--- config.mk ---
export PLATFORM = sky130hd
export DESIGN_NAME = matrix_result_serializer
export DESIGN_NICKNAME = d
export VERILOG_FILES = /design/src/rtl/matrix_pkg.sv /design/src/rtl/result_fifo.sv /design/src/rtl/matrix_result_serializer.sv
export SDC_FILE = /design/constraint.sdc
export NUM_CORES = 1
export LEC_CHECK = 0
export ABC_AREA = 0
export BUFFER_PORTS_ARGS = -buffer_cell sky130_fd_sc_hd__buf_2
export CORE_MARGIN = 8
export CORE_UTILIZATION = 28
export CTS_BUF_LIST = sky130_fd_sc_hd__clkbuf_8
export DETAILED_ROUTE_END_ITERATION = 10
export PLACE_DENSITY = 0.48
export SLEW_MARGIN = 25
export SYNTH_ARGS = -nofsm -noshare
export SYNTH_HDL_FRONTEND = slang
export SYNTH_SLANG_ARGS = --single-unit
export TNS_END_PERCENT = 100
--- constraint.sdc ---
create_clock -name clock -period 5 [get_ports clock]
set_clock_uncertainty 0.2 [all_clocks]
set_input_delay 1 -clock clock [delete_from_list [all_inputs] [get_ports clock]]
set_output_delay 1 -clock clock [all_outputs]
set_load 0.005 [all_outputs]
--- src/rtl/matrix_pkg.sv ---
// Shared types and sizes for the 2x2 matrix multiplier result path.
package matrix_pkg;

   localparam int unsigned ELEM_W   = 8;
   localparam int unsigned ELEMS    = 4;
   localparam int unsigned RESULT_W = ELEM_W * ELEMS;

   typedef enum logic {
      IDLE,
      SEND
   } ser_state_e;

   typedef logic [1:0] elem_idx_t;

endpackage

--- src/rtl/result_fifo.sv ---
// Synchronous word FIFO; head word is presented combinationally on rdata_o.
module result_fifo #(
   parameter int unsigned DEPTH    = 4,
   parameter int unsigned RESULT_W = 32
) (
   input  logic                      clk_i,
   input  logic                      rst_ni,
   input  logic                      push_i,
   input  logic                      pop_i,
   input  logic [RESULT_W-1:0]       wdata_i,
   output logic [RESULT_W-1:0]       rdata_o,
   output logic [$clog2(DEPTH):0]    level_o,
   output logic                      full_o,
   output logic                      empty_o
);

   localparam int unsigned AW = $clog2(DEPTH);
   localparam int unsigned LW = AW + 1;

   logic [RESULT_W-1:0] mem_q [DEPTH];
   logic [AW-1:0]       wr_q, rd_q;
   logic [LW-1:0]       level_q;
   logic                push_ok, pop_ok;

   assign full_o  = (level_q == LW'(DEPTH));
   assign empty_o = (level_q == '0);
   assign push_ok = push_i && !full_o;
   assign pop_ok  = pop_i && !empty_o;
   assign rdata_o = mem_q[rd_q];
   assign level_o = level_q;

   always_ff @(posedge clk_i) begin
      if (push_ok) begin
         mem_q[wr_q] <= wdata_i;
      end
   end

   always_ff @(posedge clk_i) begin
      if (!rst_ni) begin
         wr_q    <= '0;
         rd_q    <= '0;
         level_q <= '0;
      end else begin
         if (push_ok) begin
            wr_q <= wr_q + AW'(1);
         end
         if (pop_ok) begin
            rd_q <= rd_q + AW'(1);
         end
         level_q <= level_q + LW'(push_ok) - LW'(pop_ok);
      end
   end

endmodule

--- src/rtl/matrix_result_serializer.sv ---
// Buffers matrix_result words and streams them out one element per byte
// over valid/ready, flagging any word dropped on a full buffer.
module matrix_result_serializer
   import matrix_pkg::*;
#(
   parameter int unsigned DEPTH = 4
) (
   input  logic                    clock,
   input  logic                    reset,
   input  logic [RESULT_W-1:0]     matrix_result,
   input  logic                    result_valid,
   output logic                    result_ready,
   output logic [ELEM_W-1:0]       byte_out,
   output logic                    byte_valid,
   input  logic                    byte_ready,
   output logic                    byte_last,
   output logic                    overflow,
   output logic [$clog2(DEPTH):0]  fifo_level
);

   localparam elem_idx_t LAST = elem_idx_t'(ELEMS - 1);

   logic [RESULT_W-1:0] head;
   logic                full, empty, pop;

   ser_state_e          state_q, state_d;
   elem_idx_t           idx_q, idx_d, nxt_idx;
   logic [RESULT_W-1:0] shift_q, shift_d;
   logic [ELEM_W-1:0]   byte_q, byte_d;
   logic                valid_q, valid_d;
   logic                last_q, last_d;
   logic                ovf_q, ovf_d;

   result_fifo #(
      .DEPTH    (DEPTH),
      .RESULT_W (RESULT_W)
   ) u_fifo (
      .clk_i   (clock),
      .rst_ni  (reset),
      .push_i  (result_valid),
      .pop_i   (pop),
      .wdata_i (matrix_result),
      .rdata_o (head),
      .level_o (fifo_level),
      .full_o  (full),
      .empty_o (empty)
   );

   assign result_ready = !full;
   assign byte_out     = byte_q;
   assign byte_valid   = valid_q;
   assign byte_last    = last_q;
   assign overflow     = ovf_q;

   always_comb begin
      state_d = state_q;
      idx_d   = idx_q;
      shift_d = shift_q;
      byte_d  = byte_q;
      valid_d = valid_q;
      last_d  = last_q;
      pop     = 1'b0;
      nxt_idx = idx_q + 2'd1;
      ovf_d   = ovf_q | (result_valid & full);

      unique case (state_q)
         IDLE: begin
            valid_d = 1'b0;
            last_d  = 1'b0;
            if (!empty) begin
               pop     = 1'b1;
               shift_d = head;
               idx_d   = '0;
               byte_d  = head[ELEM_W-1:0];
               valid_d = 1'b1;
               state_d = SEND;
            end
         end
         SEND: begin
            if (byte_ready) begin
               if (idx_q != LAST) begin
                  shift_d = shift_q >> ELEM_W;
                  idx_d   = nxt_idx;
                  byte_d  = shift_q[2*ELEM_W-1:ELEM_W];
                  last_d  = (nxt_idx == LAST);
               end else if (!empty) begin
                  // chain straight into the next word so the stream has no bubble
                  pop     = 1'b1;
                  shift_d = head;
                  idx_d   = '0;
                  byte_d  = head[ELEM_W-1:0];
                  last_d  = 1'b0;
               end else begin
                  valid_d = 1'b0;
                  last_d  = 1'b0;
                  idx_d   = '0;
                  state_d = IDLE;
               end
            end
         end
         default: state_d = IDLE;
      endcase
   end

   always_ff @(posedge clock) begin
      if (!reset) begin
         state_q <= IDLE;
         idx_q   <= '0;
         shift_q <= '0;
         byte_q  <= '0;
         valid_q <= 1'b0;
         last_q  <= 1'b0;
         ovf_q   <= 1'b0;
      end else begin
         state_q <= state_d;
         idx_q   <= idx_d;
         shift_q <= shift_d;
         byte_q  <= byte_d;
         valid_q <= valid_d;
         last_q  <= last_d;
         ovf_q   <= ovf_d;
      end
   end

endmodule

==> out/qor.csv, run 1 <==
metric,value,unit
post-cts sizing count,0,
ys flop type,edfxtp_1,
Cell Rows,58,
drt total wl,14.8,mm
worst hold start,byte_valid$_SDFFE_PN0P_,
Post-Syn Instances,458,
drt initial violations,281,
pwr/cell area,509,mW/mm^2
part of the Yosys area used for sequential elements,67.5,%
GPL Wtd Cong,0.726,
RSZ-0062 raised after global routing,false,
CP arrival,3.64,ns
crit-path cells,ha_1 > a21boi_0 > nor2_2 > ha_1 > inv_1 > ha_1 > inv_1 > fa_1 > xnor2_1 > xnor2_1 > and2_1,
die height,175,um
Fin Hold WS,0.251,ns
Critical Path Max Stage Delay,0.64,ns
largest net degree at the start of global routing,46,
Synth Register Bits,175,
Final Cycle Share,69.8,%
leakage power,2.71,nW
fmax,0.287,GHz
CP startpoint,idx_q[0]$_SDFFE_PN0P_,
Fin Setup TNS,0,ns
status,completed,
clock latency on the worst-skew pair,0.45,ns
Ant. Diodes,0,
Avg Inst Size Synth,15.5,um^2
share of layout cells above drive strength 1,24.7,%
Clock Pin Slew Worst Setup and Hold Paths,0.09,ns
Post-route DRC,0,
drt first pass iters,4,
die width,175,um
fraction of registers with async set/reset,0,%
Synth cell types,34,
CTS Buf Count,17,
filler cell count,2467,
# clock sinks,175,
endpoints failing setup,0,
Ys Warns,0,
maximum VDD drop,0.223,mV
storage element area,0.00479,mm^2
# Post-CTS Setup Buffers,0,
Initial Utilization,28.3,%
routed wire length per instance,17.5,um
Cell Int Power,2.76,mW
final net count,551,
Core Region,0.0250,mm^2
first-pass GRT wire length,23.3,mm
initial antenna violation count,4,
max-cap violations,0,
number of H-tree levels,4,
sequential power share,48.2,%
worst r2r src,idx_q[0]$_SDFFE_PN0P_,
Clk pwr share,22.5,%
"Req. time, crit path",5.15,ns
Post-synth EDFFs,128,
vias in the first global route,4104,
CP max stage cell,ha_1,
Switch Pwr,1.31,mW
footprint of the multi-input gates,0.00207,mm^2
"Slew Viols, Final",0,
syn_nets,503,
hold-fix buffers at CTS,0,
Area Overhead vs Synth,12.8,%
crit-path most repeated cell,ha_1,
total global routing overflow,0,
Comb pwr share,29.3,%
Max Buffers Root-to-Sink,2,
root buffer cell,clkbuf_8,
antenna-violating nets left,0,
post-route insts no fill,849,
PortBufs,50,
Critical Path Sink Type,flop,
Top-Level Pins,51,
placed insts,816,
gr usage total,10.0,%
Synth Cell Area,0.00709,mm^2
"Worst Path Class, Setup",flop to flop,
Hold Crit Class,flop to flop,
Detail Placement HPWL,9.23,mm
Worst slew margin,52.3,%
CP top delay family,adder cells,
CP Buf/Inv Count,2,
die area,0.0307,mm^2
Setup crit start kind,flop,
fraction of power spent switching nets,32.2,%
Final Critical Period,3.49,ns
Vias,3894,
CTS tree,built,
Final Hold Fails,0,
Worst-Margin Slew,0.714,ns
routed vias/inst,4.59,
crit path max fanout,26,
flip-flops by register name, summed over array words and instances (netlist names), named ones only:
register        count
byte_last           1
byte_out            8
byte_valid          1
idx_q               2
overflow            1
shift_q            24
state_q             1
u_fifo.level_o      3
u_fifo.mem_q      128
u_fifo.rd_q         2
u_fifo.wr_q         2
cells in the mapped netlist (2+ instances only):
cell      number  area, um^2
mux2i_1        2        20.0
xnor2_1        3        26.3
nor2b_1       15        93.8
a22o_1        24         210
inv_1          7        26.3
edfxtp_1     128        3840
and2_1        10        62.6
ha_1           8         100
nor2_1         4        15.0
nand2_1       51         191
a21oi_1       26         130
mux4_2        32         721
xor2_1         2        17.5
buf_2          8        40.0
a21boi_0       3        22.5
buf_6          4        45.0
a21boi_1      23         173
buf_12         3        60.1
o21ai_0       24         120
dfxtp_1       47         941
clkbuf_1      14        52.6
a22oi_1        8        60.1
power groups by stage:
stage | Sequential, mW | Clock (mW) | Combinational, mW
finish | 1.96 | 0.915 | 1.20
global route | 2.00 | 1.01 | 1.34
CTS | 1.97 | 0.954 | 1.21
detailed placement | 2.00 | 0 | 1.20
global placement | 1.99 | 0 | 1.18
floorplan | 1.94 | 0 | 0.955
cells by family (layout without fill, tap and decap cells):
group / count (synthesis) / in the layout / synth area share [%]
fa+ha+maj: 9 / 9 / 1.69
flops: 175 / 175 / 67.5
buf+inv: 38 / 99 / 3.32
simple gates: 84 / 84 / 5.63
compound gates: 113 / 113 / 10.8
xor+xnor: 5 / 5 / 0.618
mux: 34 / 34 / 10.4
path summary, 6_finish.rpt:
path,to,slack (ns),cells past startpoint
min reg2reg,byte_valid$_SDFFE_PN0P_,0.25,2
min,byte_valid$_SDFFE_PN0P_,0.25,2
max,u_fifo.level_o[2]$_SDFF_PN0_,1.51,11
max reg2reg,u_fifo.level_o[2]$_SDFF_PN0_,1.51,11
stage by stage:
stage | worst slack (ns) | instance area (um^2) | total power [mW] | util, %
after floorplan | 1.83 | 7090 | 2.90 | -
after global placement | 1.34 | 7610 | 3.17 | 30.4
after detailed placement | 1.27 | 7610 | 3.21 | 30.4
after CTS | 1.53 | 7980 | 4.13 | 31.9
after global routing | 1.28 | 8000 | 4.34 | 32.0
final | 1.51 | 8000 | 4.08 | 32.0
worst reg2reg max path, cell delays in order (launching register included):
cell,delay [ns]
dfxtp_1,0.38
ha_1,0.64
a21boi_0,0.34
nor2_2,0.47
ha_1,0.33
inv_1,0.06
ha_1,0.13
inv_1,0.05
fa_1,0.37
xnor2_1,0.15
xnor2_1,0.13
and2_1,0.15
routing by layer:
metal	up-vias	share of wire, %	wire length, um	global-route usage [%]
met5	-	0.31	46	0
met4	8	1.5	230	3.92
met3	21	4.9	723	3.13
met2	75	49	7280	16.5
met1	1956	44	6560	12.1
li1	1834	-	-	-
area by class of cell:
cell class,instances,share of cell area [%]
flip-flops and latches,175,59.8
multi-input cells,245,25.9
well taps,330,5.16
repair buffers,60,4.16
clock buffers,17,2.92
clock inverters,15,1.70
inverters,7,0.328
cell usage in the layout, fill, tap and decap left out, types with 2 or more instances in the layout:
cell      synthesis  final
edfxtp_1        128    128
buf_2             8     50
a22oi_1           8      8
mux2i_1           2      2
dfxtp_1          47     46
and2_1           10     10
a21oi_1          26     26
ha_1              8      8
xnor2_1           3      3
nor2_1            4      4
nor2b_1          15     15
inv_6             0      5
xor2_1            2      2
a21boi_0          3      3
clkinv_2          0      2
mux4_2           32     32
clkbuf_8          0     17
buf_4             1      9
o21ai_0          24     24
a21boi_1         23     23
clkinv_4          0      3
nand2_1          51     51
inv_1             7      9
a22o_1           24     24
No activity file was read; power rests on OpenSTA's default activity.
==> run 2: changes to the inputs <==
Settings changed: PLACE_DENSITY 0.48 to 0.5.
Clock period 5 ns to 3.2 ns, I/O delays scaled along.
==> out/qor.csv, run 2 (synthesized netlist as in run 1, its figures left out) <==
metric,value,unit
PortBufs,50,
sequential power share,47.2,%
maximum VDD drop,0.390,mV
"Worst Path Class, Setup",flop to flop,
met1 usage,12.8,%
"most common cell after layout, fill and taps aside",edfxtp_1,
Detail Placement HPWL,9.24,mm
Worst-Margin Slew,0.704,ns
Final Cycle Share,80.1,%
max-cap violations,0,
Critical Path Max Stage Delay,0.38,ns
worst slack at placement,0.392,ns
fmax,0.390,GHz
CP max stage cell,fa_1,
Hold Crit Class,input pin to flop,
share of layout cells above drive strength 1,25.7,%
Top-Level Pins,51,
total global routing overflow,0,
# Post-CTS Setup Buffers,0,
final net count,557,
pwr/cell area,804,mW/mm^2
Switch Pwr,2.08,mW
Vias,3945,
Worst slew margin,53.1,%
met3 Use GR,3.43,%
placed inst area,0.00769,mm^2
Cell Rows,58,
most frequent cells in the layout,"edfxtp_1, nand2_1, buf_2, dfxtp_1, mux4_2",
crit-path cells,ha_1 > a21boi_0 > buf_4 > nor2_2 > ha_1 > inv_1 > ha_1 > inv_1 > fa_1 > xnor2_1 > xnor2_1 > and2_1,
initial antenna violation count,3,
antenna-violating nets left,0,
fraction of power spent switching nets,32.0,%
Setup crit start kind,flop,
Clock Pin Slew Worst Setup and Hold Paths,0.10,ns
Initial Utilization,28.3,%
CTS tree,built,
"Req. time, crit path",3.36,ns
largest net degree at the start of global routing,46,
"Slew Viols, Final",0,
RSZ-0062 raised after global routing,false,
first-pass GRT wire length,23.7,mm
Clk pwr share,23.6,%
CP arrival,2.72,ns
Post-route DRC,0,
die height,175,um
GRT Max-Usage Layer,met2,
number of H-tree levels,4,
Cell Int Power,4.42,mW
routed vias/inst,4.61,
max FFs per register,128,
drt total wl,15.0,mm
placed insts,823,
gr usage total,10.1,%
Comb pwr share,29.2,%
post-route insts no fill,855,
Area Overhead vs Synth,14.0,%
routed wire length per instance,17.5,um
crit-path most repeated cell,ha_1,
Ant. Diodes,0,
GR Util met2,16.1,%
leakage power,2.76,nW
post-cts sizing count,0,
Fin Setup TNS,0,ns
GPL Wtd Cong,0.687,
status,completed,
Largest Register,u_fifo.mem_q,
CTS Buf Count,17,
# clock sinks,175,
endpoints failing setup,0,
die width,175,um
hold-fix buffers at CTS,0,
vias in the first global route,4092,
Final Instance Area,0.00809,mm^2
Critical Path Sink Type,flop,
Core Region,0.0250,mm^2
post-route setup slack,0.637,ns
drt initial violations,254,
die area,0.0307,mm^2
Max Buffers Root-to-Sink,2,
drt first pass iters,4,
clock latency on the worst-skew pair,0.45,ns
crit path max fanout,4,
Final Critical Period,2.56,ns
Final Hold Fails,0,
root buffer cell,clkbuf_8,
-- run 2: cell count changes in the layout (fill, tap and decap cells not counted), sizes merged --
cell    delta
clkinv     -3
buf        +6
clkbuf     +3
-- run 2: path summary, 6_finish.rpt --
kind / startpoint / end / slack (ns) / cells past startpoint
max reg2reg: idx_q[0]$_SDFFE_PN0P_ / u_fifo.level_o[2]$_SDFF_PN0_ / 0.64 / 12
min reg2reg: byte_valid$_SDFFE_PN0P_ / byte_valid$_SDFFE_PN0P_ / 0.25 / 2
max: idx_q[0]$_SDFFE_PN0P_ / u_fifo.level_o[2]$_SDFF_PN0_ / 0.64 / 12
min: matrix_result[24] / u_fifo.mem_q[3][24]$_DFFE_PP_ / 0.19 / 1
-- run 2: layer usage --
layer  share of wire (%)  wire length [um]
met3                 5.2               783
met2                  48              7210
met1                  45              6740
met5                0.21                31
met4                 1.3               197
-- run 2: power groups by stage --
stage	Sequential, mW	Clock [mW]	Combinational (mW)
after floorplan	3.03	0	1.49
after global placement	3.11	0	1.90
after detailed placement	3.13	0	1.93
after CTS	3.07	1.58	1.94
after global routing	3.12	1.68	2.11
final	3.07	1.53	1.90
-- run 2: area by class of cell --
cell class / instances / area (um^2)
timing repair buffer: 66 / 395
tap: 330 / 413
clock inverter: 12 / 120
fill: 2487 / 17000
multi-input combinational: 245 / 2070
sequential: 175 / 4790
inverter: 7 / 26.3
clock buffer: 20 / 275
-- run 2: through the flow --
stage,total power [mW],hold WS (ns),util [%]
floorplan,4.53,0.241,-
global placement,5.00,0.248,30.7
detailed placement,5.06,0.241,30.7
CTS,6.59,0.156,32.3
global route,6.91,0.144,32.3
finish,6.50,0.191,32.3
-- run 2: worst max-delay path: cells and delay by family, from the launching register on --
family	cells	cell delay, ns
adders and majority gates	4	0.98
xor gates and xnor gates	2	0.30
AOI/OAI and AO/OA	1	0.17
DFF	1	0.34
and+or+nand+nor	2	0.21
buffers and inverters	3	0.25
==> run 3: changes to the inputs <==
Settings changed: PLACE_DENSITY 0.5 to 0.48.
Clock period 3.2 ns to 2.5 ns, I/O delays scaled along.
==> out/qor.csv, run 3 (synthesized netlist as in run 1, its figures left out) <==
metric,value,unit
Final Critical Period,2.40,ns
Final Cycle Share,96.1,%
clock latency on the worst-skew pair,0.45,ns
die area,0.0307,mm^2
CP startpoint,idx_q[1]$_SDFFE_PN0P_,
number of H-tree levels,4,
fraction of power spent switching nets,31.5,%
CP arrival,2.56,ns
# clock sinks,175,
Post-route DRC,0,
maximum VDD drop,0.536,mV
"Slew Viols, Final",0,
Setup crit start kind,flop,
share of layout cells above drive strength 1,26.6,%
Critical Path Max Stage Delay,0.35,ns
GPL Wtd Cong,0.682,
Comb pwr share,31.3,%
Vias,3954,
max FFs per register,128,
"most common cell after layout, fill and taps aside",edfxtp_1,
Largest Register,u_fifo.mem_q,
vias in the first global route,4174,
Clk pwr share,22.6,%
Final Hold Fails,0,
Top-Level Pins,51,
placed inst area,0.00780,mm^2
sequential power share,46.2,%
CP max stage cell,fa_2,
drt initial violations,149,
die height,175,um
Area Overhead vs Synth,15.7,%
Clock Pin Slew Worst Setup and Hold Paths,0.09,ns
crit path max fanout,3,
root buffer cell,clkbuf_8,
Cell Int Power,5.73,mW
die width,175,um
footprint of the multi-input gates,0.00210,mm^2
leakage power,2.80,nW
routed vias/inst,4.58,
drt first pass iters,4,
routed wire length per instance,17.6,um
"Worst Path Class, Setup",flop to flop,
worst r2r src,idx_q[1]$_SDFFE_PN0P_,
pwr/cell area,1020,mW/mm^2
Initial Utilization,28.3,%
CTS tree,built,
gr usage total,10.3,%
Post-Route Utilization,32.8,%
initial antenna violation count,1,
Max Buffers Root-to-Sink,2,
Critical Path Sink Type,flop,
Core Region,0.0250,mm^2
worst hold start,matrix_result[15],
final net count,565,
fmax,0.416,GHz
CTS Buf Count,17,
Final Instance Area,0.00820,mm^2
Worst slew margin,68.4,%
max-cap violations,0,
filler cell count,2444,
crit-path cells,ha_2 > a21boi_4 > nor2_4 > ha_1 > inv_1 > ha_1 > inv_1 > fa_2 > xnor2_2 > xnor2_1 > and2_1,
Detail Placement HPWL,9.53,mm
most frequent cells in the layout,"edfxtp_1, nand2_1, buf_2, dfxtp_1, mux4_2",
Worst-Margin Slew,0.474,ns
"Req. time, crit path",2.65,ns
storage element area,0.00479,mm^2
drt total wl,15.2,mm
hold-fix buffers at CTS,0,
Hold Crit Class,input pin to flop,
largest net degree at the start of global routing,33,
Switch Pwr,2.64,mW
status,completed,
total global routing overflow,0,
antenna-violating nets left,0,
Cell Rows,58,
first-pass GRT wire length,24.2,mm
endpoints failing setup,0,
PortBufs,50,
## run 3: critical path: cells and delay by family, from the launching register on
kind,cells,cell delay [ns]
adder cells (fa/ha/maj),4,0.98
AND/OR/NAND/NOR,2,0.20
AO/OA/AOI/OAI,1,0.20
XOR/XNOR,2,0.27
flip-flops,1,0.34
buffers and inverters,2,0.12
## run 3: cell type report
class	instances	share of cell area, %
tap	330	5.04
clock inverter	15	1.79
sequential	175	58.4
inverter	7	0.320
antenna	1	0.0305
clock buffer	17	2.85
timing repair buffer	74	6.01
multi-input combinational	245	25.6
## run 3: final timing paths
check,endpoint,slack (ns),cells past startpoint
worst max-delay path,u_fifo.level_o[2]$_SDFF_PN0_,0.1,11
worst max register to register,u_fifo.level_o[2]$_SDFF_PN0_,0.1,11
worst min register to register,byte_valid$_SDFFE_PN0P_,0.25,2
worst min-delay path,u_fifo.mem_q[3][15]$_DFFE_PP_,0.06,1
## run 3: metrics by stage
| step | hold WS [ns] | TNS [ns] | cells | setup WS (ns) | power, mW |
|---|---|---|---|---|---|
| 6_report | 0.0598 | 0 | 864 | 0.0967 | 8.37 |
| 5_1_grt | 0.00997 | -0.0165 | 863 | -0.0165 | 8.92 |
| 4_1_cts | 0.0251 | 0 | 863 | 0.00552 | 8.49 |
| 3_5_place_dp | 0.237 | -0.0319 | 831 | -0.0319 | 6.58 |
| 3_3_place_gp | 0.247 | 0 | 831 | 0.0406 | 6.51 |
| 2_1_floorplan | 0.241 | 0 | 458 | 0.00670 | 5.81 |
## run 3: what timing repair did
action / in CTS / in global routing
cloned: 0 / 0
endpoints found under the setup margin: 1 / 1
setup buffers: 0 / 0
gates resized for setup: 0 / 3
pin swaps: 2 / 2
## run 3: power groups by stage
stage / Sequential (mW) / Combinational, mW / Clock, mW
after floorplan: 3.88 / 1.93 / 0
after global placement: 3.91 / 2.61 / 0
after detailed placement: 3.94 / 2.64 / 0
after CTS: 3.87 / 2.65 / 1.97
after global routing: 3.92 / 2.92 / 2.08
final: 3.87 / 2.62 / 1.89
## run 3: routing by layer
metal	global-route usage [%]	wire length, um	vias up
li1	-	-	1871
met1	13.4	7220	1987
met2	16.2	7130	80
met3	3.67	722	14
met4	2.72	162	2
met5	0	10	-
